**src/rtl/memory_fifo_pkg.sv**
```systemverilog
// Shared sizes and FSM encoding for the external-memory byte FIFO controller.
package memory_fifo_pkg;
    localparam int DEPTH  = 8;
    localparam int ADDR_W = 3;
    localparam int DATA_W = 8;
    localparam int CNT_W  = 4;

    typedef enum logic {
        S_IDLE  = 1'b0,
        S_FETCH = 1'b1
    } state_e;
endpackage

```
**src/rtl/memory_fifo_ctrl.sv**
```systemverilog
// 8-entry byte FIFO kept in an external single-port memory, plus one output register.
// Optional `level` output (count + out_valid) enabled by macro MEMORY_FIFO_CTRL_LEVEL_EN.
module memory_fifo_ctrl
    import memory_fifo_pkg::*;
(
    input  logic              clk,
    input  logic              rst,
    input  logic              in_valid,
    input  logic [DATA_W-1:0] in_data,
    output logic              in_ready,
    output logic              out_valid,
    output logic [DATA_W-1:0] out_data,
    input  logic              out_ready,
    output logic              mem_we,
    output logic [ADDR_W-1:0] mem_addr,
    output logic [DATA_W-1:0] mem_din,
    input  logic [DATA_W-1:0] mem_dout,
    output logic              full,
    output logic              empty
`ifdef MEMORY_FIFO_CTRL_LEVEL_EN
    ,
    output logic [CNT_W-1:0]  level
`endif
);

    state_e            state_q, state_d;
    logic [ADDR_W-1:0] wr_ptr_q, wr_ptr_d;
    logic [ADDR_W-1:0] rd_ptr_q, rd_ptr_d;
    logic [CNT_W-1:0]  count_q, count_d;
    logic              out_valid_q, out_valid_d;
    logic [DATA_W-1:0] out_data_q, out_data_d;
    logic              full_int;
    logic              read_issue;

    assign full_int   = (count_q == CNT_W'(DEPTH));
    // Refilling the output register takes priority over accepting a new byte.
    assign read_issue = (state_q == S_IDLE) && (count_q != '0) && (!out_valid_q || out_ready);

    always_comb begin
        state_d     = state_q;
        wr_ptr_d    = wr_ptr_q;
        rd_ptr_d    = rd_ptr_q;
        count_d     = count_q;
        out_valid_d = out_valid_q;
        out_data_d  = out_data_q;
        mem_we      = 1'b0;
        mem_addr    = wr_ptr_q;
        in_ready    = 1'b0;

        if (out_valid_q && out_ready) begin
            out_valid_d = 1'b0;
        end

        case (state_q)
            S_IDLE: begin
                if (read_issue) begin
                    mem_addr = rd_ptr_q;
                    rd_ptr_d = rd_ptr_q + 1'b1;
                    count_d  = count_q - 1'b1;
                    state_d  = S_FETCH;
                end else begin
                    in_ready = !full_int;
                    mem_we   = in_valid && !full_int;
                    if (in_valid && !full_int) begin
                        wr_ptr_d = wr_ptr_q + 1'b1;
                        count_d  = count_q + 1'b1;
                    end
                end
            end
            S_FETCH: begin
                // rd_ptr already advanced; keep presenting the address being read.
                mem_addr    = rd_ptr_q - 1'b1;
                out_data_d  = mem_dout;
                out_valid_d = 1'b1;
                state_d     = S_IDLE;
            end
            default: state_d = S_IDLE;
        endcase

        if (rst) begin
            mem_we   = 1'b0;
            in_ready = 1'b0;
            mem_addr = '0;
        end
    end

    always_ff @(posedge clk) begin
        if (rst) begin
            state_q     <= S_IDLE;
            wr_ptr_q    <= '0;
            rd_ptr_q    <= '0;
            count_q     <= '0;
            out_valid_q <= 1'b0;
            out_data_q  <= '0;
        end else begin
            state_q     <= state_d;
            wr_ptr_q    <= wr_ptr_d;
            rd_ptr_q    <= rd_ptr_d;
            count_q     <= count_d;
            out_valid_q <= out_valid_d;
            out_data_q  <= out_data_d;
        end
    end

    assign out_valid = out_valid_q;
    assign out_data  = out_data_q;
    assign mem_din   = in_data;
    assign full      = !rst && full_int;
    assign empty     = rst || ((count_q == '0) && !out_valid_q);

`ifdef MEMORY_FIFO_CTRL_LEVEL_EN
    assign level = rst ? '0 : (count_q + CNT_W'(out_valid_q));
`endif

endmodule
```
**config.mk**
```make
export PLATFORM = sky130hd
export DESIGN_NAME = memory_fifo_ctrl
export DESIGN_NICKNAME = d
export VERILOG_FILES = /design/src/rtl/memory_fifo_pkg.sv /design/src/rtl/memory_fifo_ctrl.sv
export SDC_FILE = /design/constraint.sdc
export NUM_CORES = 1
export LEC_CHECK = 0
export ABC_AREA = 1
export CAP_MARGIN = 20
export CORE_ASPECT_RATIO = 1.4
export CORE_MARGIN = 2
export CORE_UTILIZATION = 51
export DETAILED_ROUTE_END_ITERATION = 7
export DONT_BUFFER_PORTS = 1
export GPL_TIMING_DRIVEN = 0
export HOLD_SLACK_MARGIN = 0.06
export PLACE_DENSITY = 0.67
export SETUP_SLACK_MARGIN = 0.1
export SYNTH_ARGS = -nofsm -noshare
export SYNTH_HDL_FRONTEND = slang
export SYNTH_SLANG_ARGS = --single-unit
```
**constraint.sdc**
```tcl
create_clock -name clk -period 3.3 [get_ports clk]
set_input_delay 0.33 -clock clk [delete_from_list [all_inputs] [get_ports clk]]
set_output_delay 0.33 -clock clk [all_outputs]
set_load 0.005 [all_outputs]
```
==> metrics.yaml, run 1 <==
cp_max_fo: 10
power.internal_mw: 0.592
placed_cell_area_sq_mm: 0.00108
yosys.area_share.simple: 0.215
cts_tree: "built"
yosysWarnings: 0
status: "complete, no violations"
initial_utilization: 0.536
fin_nets: 171
synth.distinct_cells: 25
fin_setup_tns_ns: 0
io_pins: 44
ant_nets: 0
syn_nets: 166
synthAdderAreaFrac: 0.0473
grt_setup_unrepaired: "false"
cts_resized: 0
clkPwrFrac: 0.137
cts_buffers: 3
die_w_um: 42.5
cts_sinks: 20
power.density_mw_per_mm2: 961
wl_per_cell_um: 12.2
switching_power_mw: 0.484
max_slew_margin: 0.751
first_pass_iters: 4
ir_drop_v: 0.000500
track_usage: 0.180
drive_gt1_frac: 0.178
grt_overflow_total: 0
switching_share: 0.450
routabilityCongestion: 0.819
numPortBuffers: 0
num_rows: 19
crit_path_end_kind: "output port"
synth_top_family_by_area: "simple AND/OR/NAND/NOR gates"
yosysSeqAreaShare: 0.379
grt_max_degree: 12
root_buffer: "clkbuf_4"
hold_viol_final: 0
drc: 0
mostFrequentLayoutCells: "27 x nor2_1, 20 x dfxtp_1, 17 x o21ai_0"
seqPwrFrac: 0.377
required_ns: 2.97
hold_path.class: "input port to flip-flop"
vias: 884
core_area_sq_mm: 0.00197
rrSetupSlack_ns: 1.67
diodes: 0
synth_compound_area_frac: 0.202
die_h_um: 57.9
dieArea_sq_mm: 0.00246
areaGrowthSynthToFinish_pct: 5.92
synth_xor_area_frac: 0.0166
layout_commonest_cell: "nor2_1"
instances_no_fill: 167
dp_hpwl_um: 1580
crit_type: "flip-flop to output port"
avgViaCountPerCell: 5.29
skew_ns: 0.00190
design_area_sq_mm: 0.00112
syn_area_per_cell_sq_um: 7.45
antenna_found_initial: 0
hold_buffers: 0
grt_pass1_vias: 801
finalSetupViolCount: 0
power.static_leakage_nw: 0.526
max_cap_violations: 0
clk_path_buf_depth: 2
htreeDepth: 1
start_kind: "flip-flop"
placed_cells: 163
synthesis.area_sq_mm: 0.00106
postCtsSetupBuffers: 0
period_needed_ns: 1.96
ys_ff_latch: 20
worst_pin_slew_ns: 0.374
syn_inst: 142
nFillCells: 208
slew_violations: 0
routed_wl_um: 2040
combPwrFrac: 0.486
synthMuxAreaShare: 0
first_iter_violations: 32
insertion_delay_ns: 0.31
fmax_ghz: 0.511
critical_path_arrival_ns: 1.63
fin_crit_sh: 0.593
grt_pass1_wl_um: 3440
path_clk_slew_ns: 0.11
## flip-flops by register name, summed over array words and instances, names as in the netlist
| register | count |
|---|---|
| count_q | 4 |
| out_data | 8 |
| out_valid | 1 |
| rd_ptr_q | 3 |
| state_q | 1 |
| wr_ptr_q | 3 |
## worst max-delay path, cell delays in order (launching register included)
cell	delay [ns]
dfxtp_1	0.39
nor2_2	0.17
nand2_2	0.10
nand2_2	0.09
buf_6	0.15
inv_1	0.09
a2111oi_2	0.34
## routing by layer
layer	track usage	up-vias	wire [um]
met5	0	-	0
met4	0.0938	0	42
li1	-	462	-
met2	0.310	27	1040
met3	0.0218	5	96
met1	0.218	390	861
## worst paths after layout
kind               start          end  depth (start not counted)
max           count_q[0]  mem_addr[2]                          6
min          mem_dout[2]  out_data[2]                          2
max reg2reg   count_q[0]   count_q[2]                         12
min reg2reg  wr_ptr_q[2]  wr_ptr_q[2]                          2
## through the flow
stage	total power, mW	hold slack [ns]	utilization	setup WS [ns]
detailed placement	0.940	0.461	0.549	1.69
floorplan	0.838	0.439	-	1.82
CTS	1.08	0.153	0.568	1.33
global placement	0.929	0.454	0.549	1.69
global route	1.18	0.143	0.568	1.20
finish	1.08	0.147	0.568	1.34
## Yosys cell counts
library cell / count / area (sq um)
nand3_1: 6 / 30.0
o21ai_0: 17 / 85.1
nor2_1: 27 / 101
o221a_2: 1 / 11.3
nor3b_1: 1 / 7.51
o21ai_2: 1 / 8.76
clkbuf_1: 2 / 7.51
ha_1: 4 / 50.1
o211ai_1: 1 / 7.51
a21oi_1: 9 / 45.0
a211oi_1: 1 / 7.51
inv_2: 1 / 3.75
nand2_2: 5 / 31.3
a2111oi_2: 1 / 15.0
dfxtp_1: 20 / 400
nor2_2: 2 / 12.5
buf_4: 8 / 60.1
inv_1: 16 / 60.1
nand2_1: 12 / 45.0
buf_6: 1 / 11.3
xor2_1: 2 / 17.5
buf_2: 1 / 5.00
a21oi_4: 1 / 16.3
o21bai_1: 1 / 7.51
a311o_1: 1 / 10.0
## layout make-up
| class | count | area, sq um | area share |
|---|---|---|---|
| buffer | 12 | 83.8 | 0.0749 |
| clock buffer | 4 | 36.3 | 0.0324 |
| inverter | 17 | 63.8 | 0.0570 |
| multi-input combinational | 93 | 509 | 0.455 |
| sequential | 20 | 400 | 0.358 |
| tap | 21 | 26.3 | 0.0235 |
## power groups by stage
stage	Combinational, mW	Sequential (mW)	Clock, mW
2_1_floorplan	0.446	0.392	0
5_1_grt	0.606	0.419	0.156
3_3_place_gp	0.521	0.408	0
3_5_place_dp	0.529	0.411	0
6_report	0.523	0.406	0.147
4_1_cts	0.531	0.407	0.148
## cell families after synthesis
kind of cell | after synthesis
AOI/OAI and AO/OA | 34
and+or+nand+nor | 53
DFF | 20
xor gates and xnor gates | 2
buffers and inverters | 29
adders and majority gates | 4
Note: power is estimated with default switching activity, not from simulation.
==> run 2: changes to the inputs <==
==> constraint.sdc (replaced) <==
create_clock -name clk -period 2 [get_ports clk]
set_input_delay 0.2 -clock clk [delete_from_list [all_inputs] [get_ports clk]]
set_output_delay 0.2 -clock clk [all_outputs]
set_load 0.005 [all_outputs]
==> metrics.yaml, run 2 (synthesis results as in run 1) <==
status: "complete, no violations"  # unchanged
first_pass_iters: 4  # unchanged
finalPower_mw: 1.81  # was 1.08 mW
worstRegToRegCells: 12  # unchanged
r2r_start: "count_q[0]"  # unchanged
root_buffer: "clkbuf_4"  # unchanged
ir_drop_v: 0.000838  # was 0.000500 V
grt_max_degree: 12  # unchanged
cts_sinks: 20  # unchanged
power.density_mw_per_mm2: 1500  # was 961 mW/mm^2
die_w_um: 42.5  # unchanged
vias: 932  # was 884
track_usage: 0.192  # was 0.180
max_slew_margin: 0.747  # was 0.751
crit_type: "flip-flop to output port"  # unchanged
insertion_delay_ns: 0.31  # about the same
path_clk_slew_ns: 0.12  # was 0.11 ns
rrSetupSlack_ns: 0.40  # was 1.67 ns
numPortBuffers: 0  # unchanged
ant_nets: 0  # unchanged
drc: 0  # unchanged
hold_ws_ns: 0.147  # about the same
critical_path_arrival_ns: 1.60  # was 1.63 ns
fin_nets: 179  # was 171
fin_crit_sh: 0.899
areaGrowthSynthToFinish_pct: 14.1  # was 5.92%
layout_commonest_cell: "nor2_1"  # unchanged
crit_path_end_kind: "output port"  # unchanged
slew_violations: 0  # unchanged
dieArea_sq_mm: 0.00246  # unchanged
wl_per_cell_um: 12.5  # was 12.2 um
skew_ns: 0.00235  # was 0.00190 ns
r2r_end: "count_q[2]"  # unchanged
largest_reg_flops: 8  # unchanged
diodes: 0  # unchanged
routabilityCongestion: 0.819  # unchanged
worstSetupEndpoint: "mem_addr[2]"  # unchanged
routed_wl_um: 2180  # was 2040 um
num_rows: 19  # unchanged
fin_setup_tns_ns: 0  # unchanged
finalSetupViolCount: 0  # unchanged
io_pins: 44  # unchanged
max_cap_violations: 0  # unchanged
htreeDepth: 1  # unchanged
grt_pass1_vias: 848  # was 801
cts_buffers: 3  # unchanged
period_needed_ns: 1.80
die_h_um: 57.9  # unchanged
hold_path.class: "input port to flip-flop"  # unchanged
first_iter_violations: 37  # was 32
power.static_leakage_nw: 0.561  # was 0.526 nW
worst_pin_slew_ns: 0.380  # was 0.374 ns
clk_path_buf_depth: 2  # unchanged
drive_gt1_frac: 0.175  # was 0.178
multi_input_area_sq_um: 514  # was 509 sq um
grt_setup_unrepaired: "false"  # unchanged
grt_overflow_total: 0  # unchanged
dp_hpwl_um: 1580  # unchanged
mostFrequentLayoutCells: "27 x nor2_1, 19 x dfxtp_1, 17 x o21ai_0"  # was 27 x nor2_1, 20 x dfxtp_1, 17 x o21ai_0
initial_utilization: 0.536  # unchanged
nFillCells: 192  # was 208
cts_tree: "built"  # unchanged
cp_max_fo: 10  # unchanged
placed_cells: 163  # unchanged
min_delay_path_depth: 3  # was 2
avgViaCountPerCell: 5.33  # was 5.29
start_kind: "flip-flop"  # unchanged
grt_pass1_wl_um: 3670  # was 3440 um
core_area_sq_mm: 0.00197  # unchanged
required_ns: 1.80  # was 2.97 ns
hold_viol_final: 0  # unchanged
crit_start: "count_q[0]"  # unchanged
fmax_ghz: 0.556
instances_no_fill: 175  # was 167
ff_latch_area_sq_um: 402  # was 400 sq um
postCtsSetupBuffers: 0  # unchanged
antenna_found_initial: 0  # unchanged
[run 2: worst min path at each step]
stage,startpoint,endpoint,slack (ns)
2_1_floorplan,mem_dout[3],out_data[3],0.33
3_3_place_gp,mem_dout[1],out_data[1],0.34
3_5_place_dp,mem_dout[5],out_data[5],0.34
4_1_cts,out_ready,out_valid,0.15
5_1_grt,out_ready,out_valid,0.18
6_report,out_ready,out_valid,0.15
[run 2: repair_timing]
item / in CTS / in global routing
endpoints found under the setup margin: 0 / 3
hold buffers: 8 / 0
endpoints found under the hold margin: 8 / 0
gates resized for setup: 0 / 2
[run 2: metrics by stage]
stage	worst slack (ns)	utilization	cell area (sq um)
after global routing	0.102	0.611	1210
final	0.202	0.611	1210
after global placement	0.402	0.549	1080
after detailed placement	0.388	0.549	1080
after floorplan	0.538	-	1060
after CTS	0.163	0.608	1200
[run 2: critical path: stages, from the launching register on]
cell	delay [ns]
dfxtp_2	0.37
nor2_2	0.15
nand2_2	0.10
nand2_2	0.09
buf_6	0.15
inv_1	0.09
a2111oi_2	0.34
[run 2: area by class of cell]
cell class,instances,area share
Buffer,12,0.0695
Timing Repair Buffer,8,0.0664
Tap cell,21,0.0218
Multi-Input combinational cell,93,0.426
Inverter,17,0.0529
Clock buffer,4,0.0301
Sequential cell,20,0.333
[run 2: routing by layer]
| metal | routed length, um | global-route usage |
|---|---|---|
| met5 | 0 | 0 |
| met4 | 42 | 0.0938 |
| met3 | 91 | 0.0218 |
| met1 | 924 | 0.227 |
| met2 | 1120 | 0.341 |
[run 2: power breakdown]
group	internal, mW	leakage, nW	total [mW]	switching [mW]
logic	0.343	0.374	0.888	0.545
registers	0.538	0.165	0.673	0.135
clock network	0.111	0.0210	0.245	0.134
